### config.mk
export PLATFORM = sky130hd
export DESIGN_NAME = rr_arb8_flat
export DESIGN_NICKNAME = d
export VERILOG_FILES = /design/src/rtl/rr_arb8_if.sv /design/src/rtl/rr_arb8.sv /design/src/flat_wrapper.sv
export SDC_FILE = /design/constraint.sdc
export NUM_CORES = 1
export LEC_CHECK = 0
export CORE_ASPECT_RATIO = 0.75
export CORE_MARGIN = 3
export CORE_UTILIZATION = 35
export DETAILED_ROUTE_END_ITERATION = 7
export DONT_BUFFER_PORTS = 1
export GPL_ROUTABILITY_DRIVEN = 0
export PLACE_DENSITY = 0.56
export SLEW_MARGIN = 30
export SYNTH_ARGS = -nofsm -noshare
export SYNTH_HDL_FRONTEND = slang
export SYNTH_SLANG_ARGS = --single-unit
### constraint.sdc
create_clock -name clk -period 3.6 [get_ports clk]
set_input_delay 0.54 -clock clk [delete_from_list [all_inputs] [get_ports clk]]
set_output_delay 0.54 -clock clk [all_outputs]
set_load 0.1 [all_outputs]
### src/rtl/rr_arb8_if.sv
// Request/grant bundle between requesters and the 8-way round-robin arbiter.
// The master drives req/done; the arbiter (slave) returns gnt/gnt_vld/tmo.
interface rr_arb8_if;
    logic [7:0] req;
    logic       done;
    logic [7:0] gnt;
    logic       gnt_vld;
    logic       tmo;

    modport master (output req, output done, input gnt, input gnt_vld, input tmo);
    modport slave  (input req, input done, output gnt, output gnt_vld, output tmo);
endinterface

### src/rtl/rr_arb8.sv
// Purpose: 8-way round-robin arbiter; one-hot registered grant; optional tenure timeout (RR_TIMEOUT_EN).
// Latency: 1 cycle req->gnt; every release is followed by exactly one gnt==0 cycle.
// Backpressure: grant held until done, owner req drop or timeout; other requests wait, none are latched.
module rr_arb8 #(
    parameter int unsigned TIMEOUT = 15
) (
    input  logic       clk,
    input  logic       rst_n,
    rr_arb8_if.slave   arb
);

    if (TIMEOUT < 1 || TIMEOUT > 255) begin : g_bad_timeout
        $error("rr_arb8: TIMEOUT must be in 1..255");
    end

    typedef enum logic {IDLE, GRANT} state_t;

    state_t     state;
    logic [2:0] ptr;
    logic [2:0] idx;
    logic [2:0] sel;
    logic [7:0] gnt_q;
    logic       gnt_vld_q;
    logic       rel;

    // Scan from ptr upward (mod 8); the downward loop leaves the nearest set bit in sel.
    always_comb begin
        sel = ptr;
        for (int k = 7; k >= 0; k--) begin
            if (arb.req[3'(ptr + 3'(k))]) sel = ptr + 3'(k);
        end
    end

`ifdef RR_TIMEOUT_EN
    logic [7:0] cnt;
    logic       tmo_q;
    logic       tmo_hit;

    assign tmo_hit = (cnt == 8'(TIMEOUT - 1));
    assign rel     = arb.done | ~arb.req[idx] | tmo_hit;
    assign arb.tmo = tmo_q;
`else
    assign rel     = arb.done | ~arb.req[idx];
    assign arb.tmo = 1'b0;
`endif

    always_ff @(posedge clk or negedge rst_n) begin
        if (!rst_n) begin
            state     <= IDLE;
            ptr       <= 3'd0;
            idx       <= 3'd0;
            gnt_q     <= 8'h00;
            gnt_vld_q <= 1'b0;
`ifdef RR_TIMEOUT_EN
            cnt       <= 8'd0;
            tmo_q     <= 1'b0;
`endif
        end else begin
`ifdef RR_TIMEOUT_EN
            tmo_q <= 1'b0;
`endif
            case (state)
                IDLE: begin
                    if (|arb.req) begin
                        idx       <= sel;
                        gnt_q     <= 8'b1 << sel;
                        gnt_vld_q <= 1'b1;
                        state     <= GRANT;
`ifdef RR_TIMEOUT_EN
                        cnt       <= 8'd0;
`endif
                    end
                end
                GRANT: begin
                    if (rel) begin
                        // Dropping straight to zero gives the mandatory idle cycle before the next grant.
                        gnt_q     <= 8'h00;
                        gnt_vld_q <= 1'b0;
                        ptr       <= idx + 3'd1;
                        state     <= IDLE;
`ifdef RR_TIMEOUT_EN
                        tmo_q     <= tmo_hit;
`endif
                    end else begin
`ifdef RR_TIMEOUT_EN
                        cnt <= cnt + 8'd1;
`endif
                    end
                end
                default: state <= IDLE;
            endcase
        end
    end

    assign arb.gnt     = gnt_q;
    assign arb.gnt_vld = gnt_vld_q;

endmodule

### src/flat_wrapper.sv
// flat-port wrapper written by rule: the top's interface ports become plain ports
module rr_arb8_flat 
#(
    parameter int unsigned TIMEOUT = 15
)
  (clk, rst_n, arb_req, arb_done, arb_gnt, arb_gnt_vld, arb_tmo);
  rr_arb8_if arb_i ();
  input  logic clk;
  input  logic rst_n;
  input wire logic [$bits(arb_i.req)-1:0] arb_req;
  input wire logic [$bits(arb_i.done)-1:0] arb_done;
  output wire logic [$bits(arb_i.gnt)-1:0] arb_gnt;
  output wire logic [$bits(arb_i.gnt_vld)-1:0] arb_gnt_vld;
  output wire logic [$bits(arb_i.tmo)-1:0] arb_tmo;
  assign arb_i.req = arb_req;
  assign arb_i.done = arb_done;
  assign arb_gnt = arb_i.gnt;
  assign arb_gnt_vld = arb_i.gnt_vld;
  assign arb_tmo = arb_i.tmo;
  rr_arb8 #(.TIMEOUT(TIMEOUT)) u_core (.clk(clk), .rst_n(rst_n), .arb(arb_i));
endmodule
== Word level (Yosys, flattened, before mapping) ==
Index checks and enable logic that the tools add are counted.
Word-level totals
  bits in registers: 16
  input port bits: 11
  output and inout bits: 10
  word-level logic and storage cells: 67
Cells by class
  add/subtract/negate cells: 8
  magnitude comparators: 9
  equality and inequality tests: 2
  shift-type cells: 1
  multiplexer cells: 35
  bitwise gates (word level): 3
  reductions and logical operators: 4
Operator list (number)
  $lt A3 B4 Y1 const B: 9
  $bmux W1 S3: 9
  $mux W3: 8
  $mux W8: 2
  $pmux W8 S2: 1
  $mux W1: 13
  $add A3 B3 Y3 const B: 4
  $reduce_or A8 Y1: 1
  $shl A1 B3 Y8 const A: 1
  $add A3 B1 Y3 const B: 2
  $add A3 B2 Y3 const B: 2
  $reduce_and A2 Y1: 3
  $pmux W1 S2: 2
  $ne A2 B1 Y1 const B: 1
  $ne A2 B2 Y1 const B: 1
  $not A1 Y1: 2
  $or A1 B1 Y1: 1

== Logic depth before layout (Yosys ltp) ==
Gate-level depths: netlist (run 1).
  word-level depth: 14
  depth in mapped cells: 13
  mapped depth without buffers: 9

== Worst setup path before layout (run 1) ==
OpenSTA, ideal clock, no wires.
  kind: reg2reg
  start: register u_core.ptr[1]
  end: register u_core.gnt_q[0], in the netlist u_core.arb.gnt[0]
  library setup time: 0.123 ns
  arrival time: 3.195 ns
  path slack: 0.282 ns
  stages on the path, launching flop included: 14
  path buffers: 4
  clock period less this slack: 3.318 ns
  path through: dfrtp_1 -> buf_2 -> buf_2 -> inv_1 -> ha_1 -> buf_6 -> buf_2 -> mux2i_1 -> nand3_1 -> a2111oi_0 -> a2111oi_4 -> a41oi_2 -> nor3b_4 -> a32o_2
Between the ends
  cells in the longest elaborated chain, start to end: 14
  elaborated cells between the ends (all ways): 34
  classes of those cells: 7 x add/sub; 1 x shift; 26 x mux
Ends and longest elaborated chain
  start: declaration: line rr_arb8.sv:19  | logic [2:0] ptr;
  start signal: assignment: line rr_arb8.sv:79  | ptr <= idx + 3'd1;
  $add A3 B3 Y3: line rr_arb8.sv:30  | if (arb.req[3'(ptr + 3'(k))]) sel = ptr + 3'(k);
  $bmux W1 S3: line rr_arb8.sv:30
  $mux W1 (implied by the code): line rr_arb8.sv:30
  $mux W3 (7 in series): line rr_arb8.sv:30
  $mux W3 (*): line rr_arb8.sv:30
  $shl A1 B3 Y8 (*): line rr_arb8.sv:66  | gnt_q <= 8'b1 << sel;
  $mux W8 (*): line rr_arb8.sv:64  | if (|arb.req) begin
  $pmux W8 S2 (*): line rr_arb8.sv:62  | case (state)
  end signal: assignment: line rr_arb8.sv:66
  end: declaration: line rr_arb8.sv:22  | logic [7:0] gnt_q;
Every way passes the cells marked *; elsewhere a longest branch is shown, timed or not. The select of a mux whose other input is x is not followed.
A chain may end at the register's enable or synchronous reset.

== Worst setup path after layout (run 1) ==
Ends and elaborated chain as after synthesis.

==> results summary, run 1 <==
The run finished with clean final reports. The layout-stage area growth over the synthesis result is 4.36%. The routed design could run at a clock period as short as 3210 ps.

The number of global-route vias before repair was 1,364. The aggregate routed wire length is 4340 um. The post-route netlist has 23.4% of its cells at a drive strength greater than 1. Across all setup checks in the final design, the least slack found is between 300 and 400 ps. The initial core utilization came out at 38.3%.

The height of the die is about 68 um. The final setup violation count came out at 0. The worst path uses a little under 90% of the clock period. The die width came out at 89.0 um. The number of nets in the synthesized netlist is ~190. The H-tree depth reported by CTS came out at 1. Leaving out fill and tap cells, the most frequent cell in the layout is sky130_fd_sc_hd__dfrtp_1.

The number of antenna violations at the first check in global routing is 0. The number of instances in the synthesized netlist came out at between 150 and 200. The net count of the finished layout is 186. The number of setup buffers added after CTS is 0.

The region available for standard cell placement spans 4730 um2. The share of the synthesized area in the top cell type came out at 22.1%. The largest total area in the synthesized netlist belongs to sky130_fd_sc_hd__dfrtp_1. The residual DRC count came out at 0. The critical path endpoint category is a flip-flop. The number of hold-slack violations in the final timing report came to 0. The number of DRC markers after the initial detailed-route iteration came out at about 140. The maximum number of pins on one net before global-route repair came out at 21. For this run the aggregate overflow at the end of global routing stands at 0. The critical path is of the reg2reg type.

The number of rows created at floorplan came out at 21. The largest fanout of any net on the critical path is 9. The number of buffers created by CTS is 3. TritonCTS built the clock tree. The number of enable flip-flop cells after synthesis came out at 0. The clock root buffer master is sky130_fd_sc_hd__clkbuf_8. The register clock-pin slew on the reported worst setup and hold paths came out at 60 ps. The number of antenna repair diodes is 0.

The library cells used most frequently in the layout, excluding fill and tap cells, are sky130_fd_sc_hd__dfrtp_1, sky130_fd_sc_hd__mux2i_1, sky130_fd_sc_hd__nand2_1. The first-pass GRT wire length came out at 7110 um. Yosys attributes the largest share of cell area to sky130_fd_sc_hd__dfrtp_1, sky130_fd_sc_hd__mux4_2, sky130_fd_sc_hd__mux2i_1, sky130_fd_sc_hd__mux4_1, sky130_fd_sc_hd__mux2_2. The worst endpoint data arrival time is 3390 ps. For this run, the number of Yosys warnings is 0.

The number of vias in the routed layout came out at 1,484. The fill cell instance count of the final layout came out at roughly 450. The post-cts resize count came out at 0. After synthesis, the netlist uses 49 different library cells. For the pin with the worst max-slew slack, the measured transition is 914 ps. The worst-skew pair later-pin latency came out at 250 ps. The worst clock skew came out at about 3.1 ps. The number of hold buffers added after CTS was 1. The number of nets still failing antenna checks after routing came out at 0.

Among all flip-flop cells after synthesis, the most frequent one is sky130_fd_sc_hd__dfrtp_1. The routed length per instance came out at ~19 um. Of all flip-flops after synthesis, the portion carrying an async set or reset was 100%. Setup repair after global routing left no endpoint under its margin. The maximum clock path buffer count is 2. The sequential cell area is 400 um2. The max-slew violation count came out at 0. The clock sink count is 16. The first-pass iteration count of the detailed router is 4. The die outline area came out at 6080 um2. The total standard cell area after synthesis is 1810 um2. In the routed layout, each cell is associated on average with a via count of about 6.5.

Timing would allow up to 312 MHz. The HPWL after detailed placement came out at about 3300 um. The max capacitance violation total came out at 0. The worst setup slack before clock tree synthesis came out at 438 ps. The required time reported for the critical path endpoint came out at 3780 ps.

The flip-flop and latch count after synthesis came out at 16. The type of the most critical hold path is in2reg. The total routing usage reported by global routing came out at 14.9%. The sort of element at the start of the critical path is a flip-flop. The footprint of the multi-input gates came out at 1290 um2. The count of port buffers added during placement is 0.

The top-level port count is 21. The post-synthesis average cell area came out at 10.2 um2. Measured against its own limit, the worst slew margin works out to 39.1%. The sequential-to-total area share from yosys stat came out at about 22%.

Setup total negative slack on the finished layout was measured at 0 ps.
-- metal layers --
| layer | track usage [%] | wire, um | vias up |
|---|---|---|---|
| met1 | 23.5 | 2060 | 732 |
| met3 | 3.01 | 363 | 4 |
| met2 | 20.8 | 1860 | 64 |
| li1 | - | - | 684 |
| met4 | 2.97 | 53 | 0 |
| met5 | 0 | 0 | - |
-- through the flow --
stage	instances	instance area, um2	utilization [%]	hold slack [ps]
after floorplan	178	1810	-	244
after global placement	223	1820	38.5	245
after detailed placement	223	1820	38.5	245
after CTS	228	1890	39.9	535
after global routing	228	1890	39.9	573
final	228	1890	39.9	532
-- logic make-up after synthesis --
family,count (synthesis),share of synthesized area (%)
adder cells (fa/ha/maj),3,2.07
XOR/XNOR,6,2.90
multiplexers,38,32.4
other,1,0.207
AND/OR/NAND/NOR,43,11.5
AO/OA/AOI/OAI,48,22.5
buffers and inverters,23,6.29
flip-flops,16,22.1
-- worst paths after layout --
path	start	end	slack (ps)	depth (start not counted)
worst min-delay path	arb_req[6]	u_core.state	530	2
max in group asynchronous	rst_n	u_core.arb.gnt[1]	2360	1
worst min register to register	u_core.state	u_core.state	550	2
worst max register to register	u_core.ptr[1]	u_core.arb.gnt[0]	390	10
min in group asynchronous	rst_n	u_core.arb.gnt[4]	790	1
worst max-delay path	u_core.ptr[1]	u_core.arb.gnt[0]	390	10
-- sequential cells by signal, indices dropped and copies added, names as in the netlist --
| signal | flops |
|---|---|
| u_core.idx | 3 |
| u_core.arb.gnt | 8 |
| u_core.ptr | 3 |
| u_core.state | 1 |
| u_core.arb.gnt_vld | 1 |
-- cells in the mapped netlist (all sizes together), types with 2 or more instances --
master / count
a32o: 4
mux2: 9
mux2i: 15
ha: 3
o21ai: 8
mux4: 14
a221oi: 3
inv: 6
clkbuf: 8
a21oi: 6
nand3b: 3
a2111oi: 2
nand2: 14
nor4: 2
o211a: 2
xnor2: 2
a32oi: 2
a211oi: 3
xor2: 4
nand3: 7
nor2: 13
o31ai: 6
dfrtp: 16
a21o: 2
nor2b: 2
a31oi: 2
buf: 8
-- cell type report --
type	count	share of cell area, %
Timing Repair Buffer	5	2.12
Sequential cell	16	21.2
Tap cell	57	3.78
Clock buffer	4	2.92
Inverter	7	1.39
Multi-Input combinational cell	139	68.6
-- worst max-delay path, stage by stage (launching register included) --
cell	delay (ps)
sky130_fd_sc_hd__dfrtp_1	350
sky130_fd_sc_hd__inv_1	120
sky130_fd_sc_hd__ha_1	530
sky130_fd_sc_hd__buf_4	230
sky130_fd_sc_hd__mux2_2	350
sky130_fd_sc_hd__mux4_2	480
sky130_fd_sc_hd__a32oi_1	160
sky130_fd_sc_hd__a311o_1	210
sky130_fd_sc_hd__a41oi_2	160
sky130_fd_sc_hd__nor3b_4	330
sky130_fd_sc_hd__a32o_2	210
Power of run 1 is not shown: default switching activity piles up to over one toggle a cycle in this logic, so the estimate is an artifact.
==> run 2, diff against run 1 <==
--- a/config.mk
+++ b/config.mk
@@ -5,7 +5,7 @@
 export SDC_FILE = /design/constraint.sdc
 export NUM_CORES = 1
 export LEC_CHECK = 0
-export CORE_ASPECT_RATIO = 0.75
+export CORE_ASPECT_RATIO = 0.8
 export CORE_MARGIN = 3
 export CORE_UTILIZATION = 35
 export DETAILED_ROUTE_END_ITERATION = 7
==> results summary, run 2 (synthesis gave the netlist of run 1 again) <==
The worst setup slack before clock tree synthesis came out at 463 ps. The aggregate routed wire length is 4470 um. The max-slew violation count is 0. TritonCTS built the clock tree.

The number of antenna violations at the first check in global routing is 0. The largest fanout of any net on the critical path came out at 11. 0 antenna diodes ended up in the layout. CTS saw 16 sinks. The die width is 86.4 um.

The average via count per standard cell came out at 6.41. The total area inside the core boundary comes to between 4000 and 5000 um2. Relative to the synthesized area, the layout overhead comes to 4.98%.

The height of the die is between 70 and 80 um. The number of nets still failing antenna checks after routing came out at 0. After layout, the minimum clock period comes to 3180 ps. The worst clock skew came out at 4.20 ps. The maximum number of pins on one net before global-route repair is 21. The worst hold path belongs to the class in2reg. Walking the worst path, the cells encountered are inv_2, ha_1, mux4_1, mux2_4, a2111oi_4, a41oi_2, nor3b_4, a32o_2.

The residual DRC count came out at 0. The maximum cell stage delay along the critical path came out at 690 ps. On the final layout, the worst hold slack is 536 ps. The HPWL after detailed placement came out at 3340 um. The worst-skew pair later-pin latency is approximately 250 ps. The quantity of hold-fixing buffers added after cts came out at 1. The post-cts resize count came out at 0.

Dividing the final minimum period by the clock period gives 88.2%. The maximum clock path buffer count came out at 2. The first-pass iteration count of the detailed router came out at 4. The number of buffers created by CTS came out at 3. The first-pass GRT wire length came out at 7490 um.

The library cells used most frequently in the layout, excluding fill and tap cells, are sky130_fd_sc_hd__dfrtp_1, sky130_fd_sc_hd__mux2i_1, sky130_fd_sc_hd__nand2_1. The number of hold-slack violations in the final timing report came out at 0. The number of global-route vias before repair is 1,461.

The clock root buffer master is sky130_fd_sc_hd__clkbuf_8. The top-level port count is 21. In the final timing run, aggregate negative setup slack is 0 ps. The total congestion overflow came out at 0. Setup repair after global routing left no endpoint under its margin. The flip-flop count of the largest register after layout came out at 8.

The fraction of layout instances using a drive strength above 1 is 23.8%. The final layout contains 187 nets. The most common cell after layout, fill and taps aside is sky130_fd_sc_hd__dfrtp_1. The family with the most delay on the worst path is multiplexers. The combined buffer and inverter count along the critical path came out at 1.

The worst slew slack as a fraction of its limit came out at 39.4%. The register clock-pin slew on the reported worst setup and hold paths is 60 ps. The worst-margin pin slew came out at 908 ps. The number of vias in the routed layout is ~1,500. The number of rows created at floorplan came out at 22. The final setup violation count is 0. The H-tree depth reported by CTS is 1. The critical path in this run is classified as reg2reg. The number of post-CTS setup repair buffers is 0. The least setup slack across all paths after layout is between 400 and 500 ps. After the first detailed-routing iteration, the DRC count stood at approximately 160. The critical path's slowest cell is sky130_fd_sc_hd__mux4_1. For this configuration, the core starts out at a cell density of 37.8%.

The max capacitance violation total is 0. STA classifies the critical path startpoint as a flip-flop. The die outline area came out at roughly 6100 um2.

The run finished with clean final reports. STA classifies the critical path endpoint as a flip-flop. The maximum clock frequency is 315 MHz. The total routing usage reported by global routing came out at between 10% and 20%. The required time reported for the critical path endpoint came out at 3790 ps. The count of port buffers added during placement is 0. The routed length per instance is ~19 um. The worst endpoint data arrival time is 3360 ps.
## run 2: layer usage
layer  track usage, %  routed length, um
met4             2.77                 58
met3             3.18                275
met1             22.9               2180
met5                0                  0
met2             21.7               1960
## run 2: final cells by class
type	instances	area, um2
tap	60	75.1
inverter	7	26.3
timing repair buffer	6	47.5
clock buffer	4	55.1
multi-input combinational	139	1290
fill	472	2890
sequential	16	400
## run 2: through the flow
step,instances,instance area (um2),utilization (%)
2_1_floorplan,178,1810,-
3_3_place_gp,227,1830,38.3
3_5_place_dp,227,1830,38.3
4_1_cts,232,1900,39.7
5_1_grt,232,1900,39.7
6_report,232,1900,39.7
## run 2: worst paths after layout
| kind | start | end | cells past startpoint | slack [ps] |
|---|---|---|---|---|
| max | u_core.ptr[0] | u_core.arb.gnt[1] | 8 | 420 |
| min | arb_req[1] | u_core.state | 2 | 540 |
| max reg2reg | u_core.ptr[0] | u_core.arb.gnt[1] | 8 | 420 |
| min reg2reg | u_core.state | u_core.state | 2 | 570 |
| max in group asynchronous | rst_n | u_core.ptr[0] | 1 | 2360 |
| min in group asynchronous | rst_n | u_core.ptr[1] | 1 | 780 |
## run 2: worst register-to-register path: cells and delay by family, from the launching register on
family,cells,cell delay [ps]
compound gates,3,750
fa+ha+maj,1,580
buf+inv,1,90
flops,1,350
mux,2,1020
simple gates,1,320
Power of run 2 is left out for the same reason.
==> run 3, diff against run 2 <==
--- a/config.mk
+++ b/config.mk
@@ -11,7 +11,6 @@
 export DETAILED_ROUTE_END_ITERATION = 7
 export DONT_BUFFER_PORTS = 1
 export GPL_ROUTABILITY_DRIVEN = 0
-export PLACE_DENSITY = 0.56
 export SLEW_MARGIN = 30
 export SYNTH_ARGS = -nofsm -noshare
 export SYNTH_HDL_FRONTEND = slang
==> constraint.sdc (replaced) <==
create_clock -name clk -period 3.2 [get_ports clk]
set_input_delay 0.48 -clock clk [delete_from_list [all_inputs] [get_ports clk]]
set_output_delay 0.48 -clock clk [all_outputs]
set_load 0.1 [all_outputs]
==> results summary, run 3 (synthesis gave the netlist of run 1 again) <==
In this run the tool buffered the top-level ports with 0 buffer cells. The path with the worst hold slack has its endpoint at u_core.state. The slowest stage of the critical path belongs to the cell sky130_fd_sc_hd__mux4_1. For this run, the detailed router's first-pass iteration total came to 4. On the critical path the largest part of the delay comes from multiplexers. The routed length per instance came out at 19.8 um. The combined buffer and inverter count along the critical path came out at 1. The worst reg2reg path startpoint is u_core.ptr[0]. CTS built an H-tree with a depth of 1. Measured along the y axis, the die boundary spans 70.3 um. The total congestion overflow came out at 0.

The number of global-route vias before repair was about 1,500. In this run the worst path has a maximum fanout of 9. STA classifies the critical path startpoint as a flip-flop. The number of nets still failing antenna checks after routing came out at 0. In this run the critical register-to-register path is captured at u_core.arb.gnt[4]. The number of DRC markers after the initial detailed-route iteration is 122. The maximum cell stage delay along the critical path came out at 690 ps. The number of vias in the routed layout came out at 1,481. The flow ran to the end, and the final reports show no timing, DRC or antenna violations.

The CTS tree is done. The floorplan step defined a die boundary enclosing 6070 um2. The worst slew slack as a fraction of its limit came out at 38.5%. The min-delay analysis places its worst path in the category in2reg. The critical path endpoint category is a flip-flop. Subtracting the final worst setup slack from the clock period gives 3030 ps. The final setup violation count came out at 0.

Measured along the x axis, the die boundary spans 86.4 um. The worst clock skew is 1.17 ps. The final period utilization is 94.6%. The max capacitance violation total came out at 0. Walking the worst path, the cells encountered are inv_2, ha_1, mux4_1, mux2_4, a2111oi_4, a41oi_2, nor3b_4, a32o_2. The wire-length estimate of the detail-placed layout is 3500 um. The maximum number of pins on one net before global-route repair is 21. The core region is 4790 um2. The clock sink count came out at 16.

The number of buffers created by CTS is 3. Clock-pin slew was measured on the worst setup and hold paths at ~60 ps. The max-slew violation count is 0. For the worst-skew pair, the clock arrives at the later sink with an insertion delay of 250 ps. The number of instances on the worst hold path is 2. The aggregate routed wire length is 4630 um. The initial utilization of the core area, before any placement, comes to roughly 38%. The total routing usage reported by global routing is about 16%. The tree is rooted in a sky130_fd_sc_hd__clkbuf_8. The first global-routing pass estimated about 8000 um of wire. The quantity of hold-fixing buffers added after cts is 1. The number of antenna repair diodes came out at 0.

Setup repair after global routing left no endpoint under its margin. The floorplan has 22 rows. At the worst endpoint, the required time is 3390 ps.

The longest clock path from root to sink contains 2 buffers. The most common cell after layout, fill and taps aside is sky130_fd_sc_hd__dfrtp_1. The summed negative setup slack over all endpoints is 0 ps.

The residual DRC count came out at 0. The fraction of layout instances using a drive strength above 1 came out at 24.7%. The top-level port count is 21. The setup slack of the worst register-to-register path is 170 ps. The register with the most flip-flops in the layout has 8 of them.

In the layout the commonest cells are sky130_fd_sc_hd__dfrtp_1, sky130_fd_sc_hd__mux2i_1, sky130_fd_sc_hd__nand2_1. The number of antenna violations at the first check in global routing came out at 0. In this run the post-CTS setup repair buffer count came out at 0. The layout-stage area growth over the synthesis result came out at 5.88%. The number of hold-slack violations in the final timing report was 0.

Data on the critical path arrives at its endpoint at 3210 ps. After detailed routing, the number of vias per cell comes to 6.33. The post-cts resize count came out at 0. In the final design database the tool counted 189 nets. The critical path is of the reg2reg type. The startpoint of the lowest-slack hold path is arb_req[1]. The worst-margin pin slew came out at 922 ps. Measured in cells, the most critical reg-to-reg path has a length of 8.

The maximum clock frequency came out at approximately 330 MHz. In this run the worst setup path begins at u_core.ptr[0].
==> run 3: cell types whose count changed in the layout (fill, tap and decap cells not counted) <==
| cell | change |
|---|---|
| sky130_fd_sc_hd__a2111oi_1 | +1 |
| sky130_fd_sc_hd__buf_4 | +2 |
| sky130_fd_sc_hd__a2111oi_0 | -1 |
==> run 3: worst reg2reg max path, cell delays in order (launching register included) <==
cell and delay (ps):
sky130_fd_sc_hd__dfrtp_1 360, sky130_fd_sc_hd__inv_2 40, sky130_fd_sc_hd__ha_1 500, sky130_fd_sc_hd__mux4_1 690
sky130_fd_sc_hd__mux2_4 330, sky130_fd_sc_hd__a2111oi_4 290, sky130_fd_sc_hd__a41oi_2 210, sky130_fd_sc_hd__nor3b_4 320
sky130_fd_sc_hd__a32o_2 220
==> run 3: layout make-up <==
cell class	count	area, um2
Clock buffer	4	55.1
Fill cell	473	2870
Inverter	7	26.3
Multi-Input combinational cell	139	1300
Sequential cell	16	400
Tap cell	60	75.1
Timing Repair Buffer	8	62.6
==> run 3: routing by layer <==
metal,global-route usage [%],part of all wire [%],wire length (um),vias up
met1,21.9,45,2070,735
met4,4.67,1.9,87,0
met2,25.0,48,2220,43
met3,4.25,5.4,252,11
met5,0,0,0,-
li1,-,-,-,692
==> run 3: how the worst max path moves through the flow <==
stage	endpoint	slack, ps	cells after the start
4_1_cts	u_core.arb.gnt[4]	190	8
2_1_floorplan	u_core.arb.gnt[0]	60	11
3_5_place_dp	u_core.arb.gnt[4]	210	8
3_3_place_gp	u_core.arb.gnt[0]	310	8
6_report	u_core.arb.gnt[4]	170	8
5_1_grt	u_core.arb.gnt[5]	8	8
==> run 3: through the flow <==
step	setup WS, ps	instances	area, um2	util (%)	hold slack, ps
after floorplan	56.5	178	1820	-	184
after global placement	312	229	1850	38.6	185
after detailed placement	213	229	1850	38.6	185
after CTS	188	234	1920	40.0	463
after global routing	8.40	234	1920	40.0	465
final	172	234	1920	40.0	469
Power of run 3 is left out for the same reason.
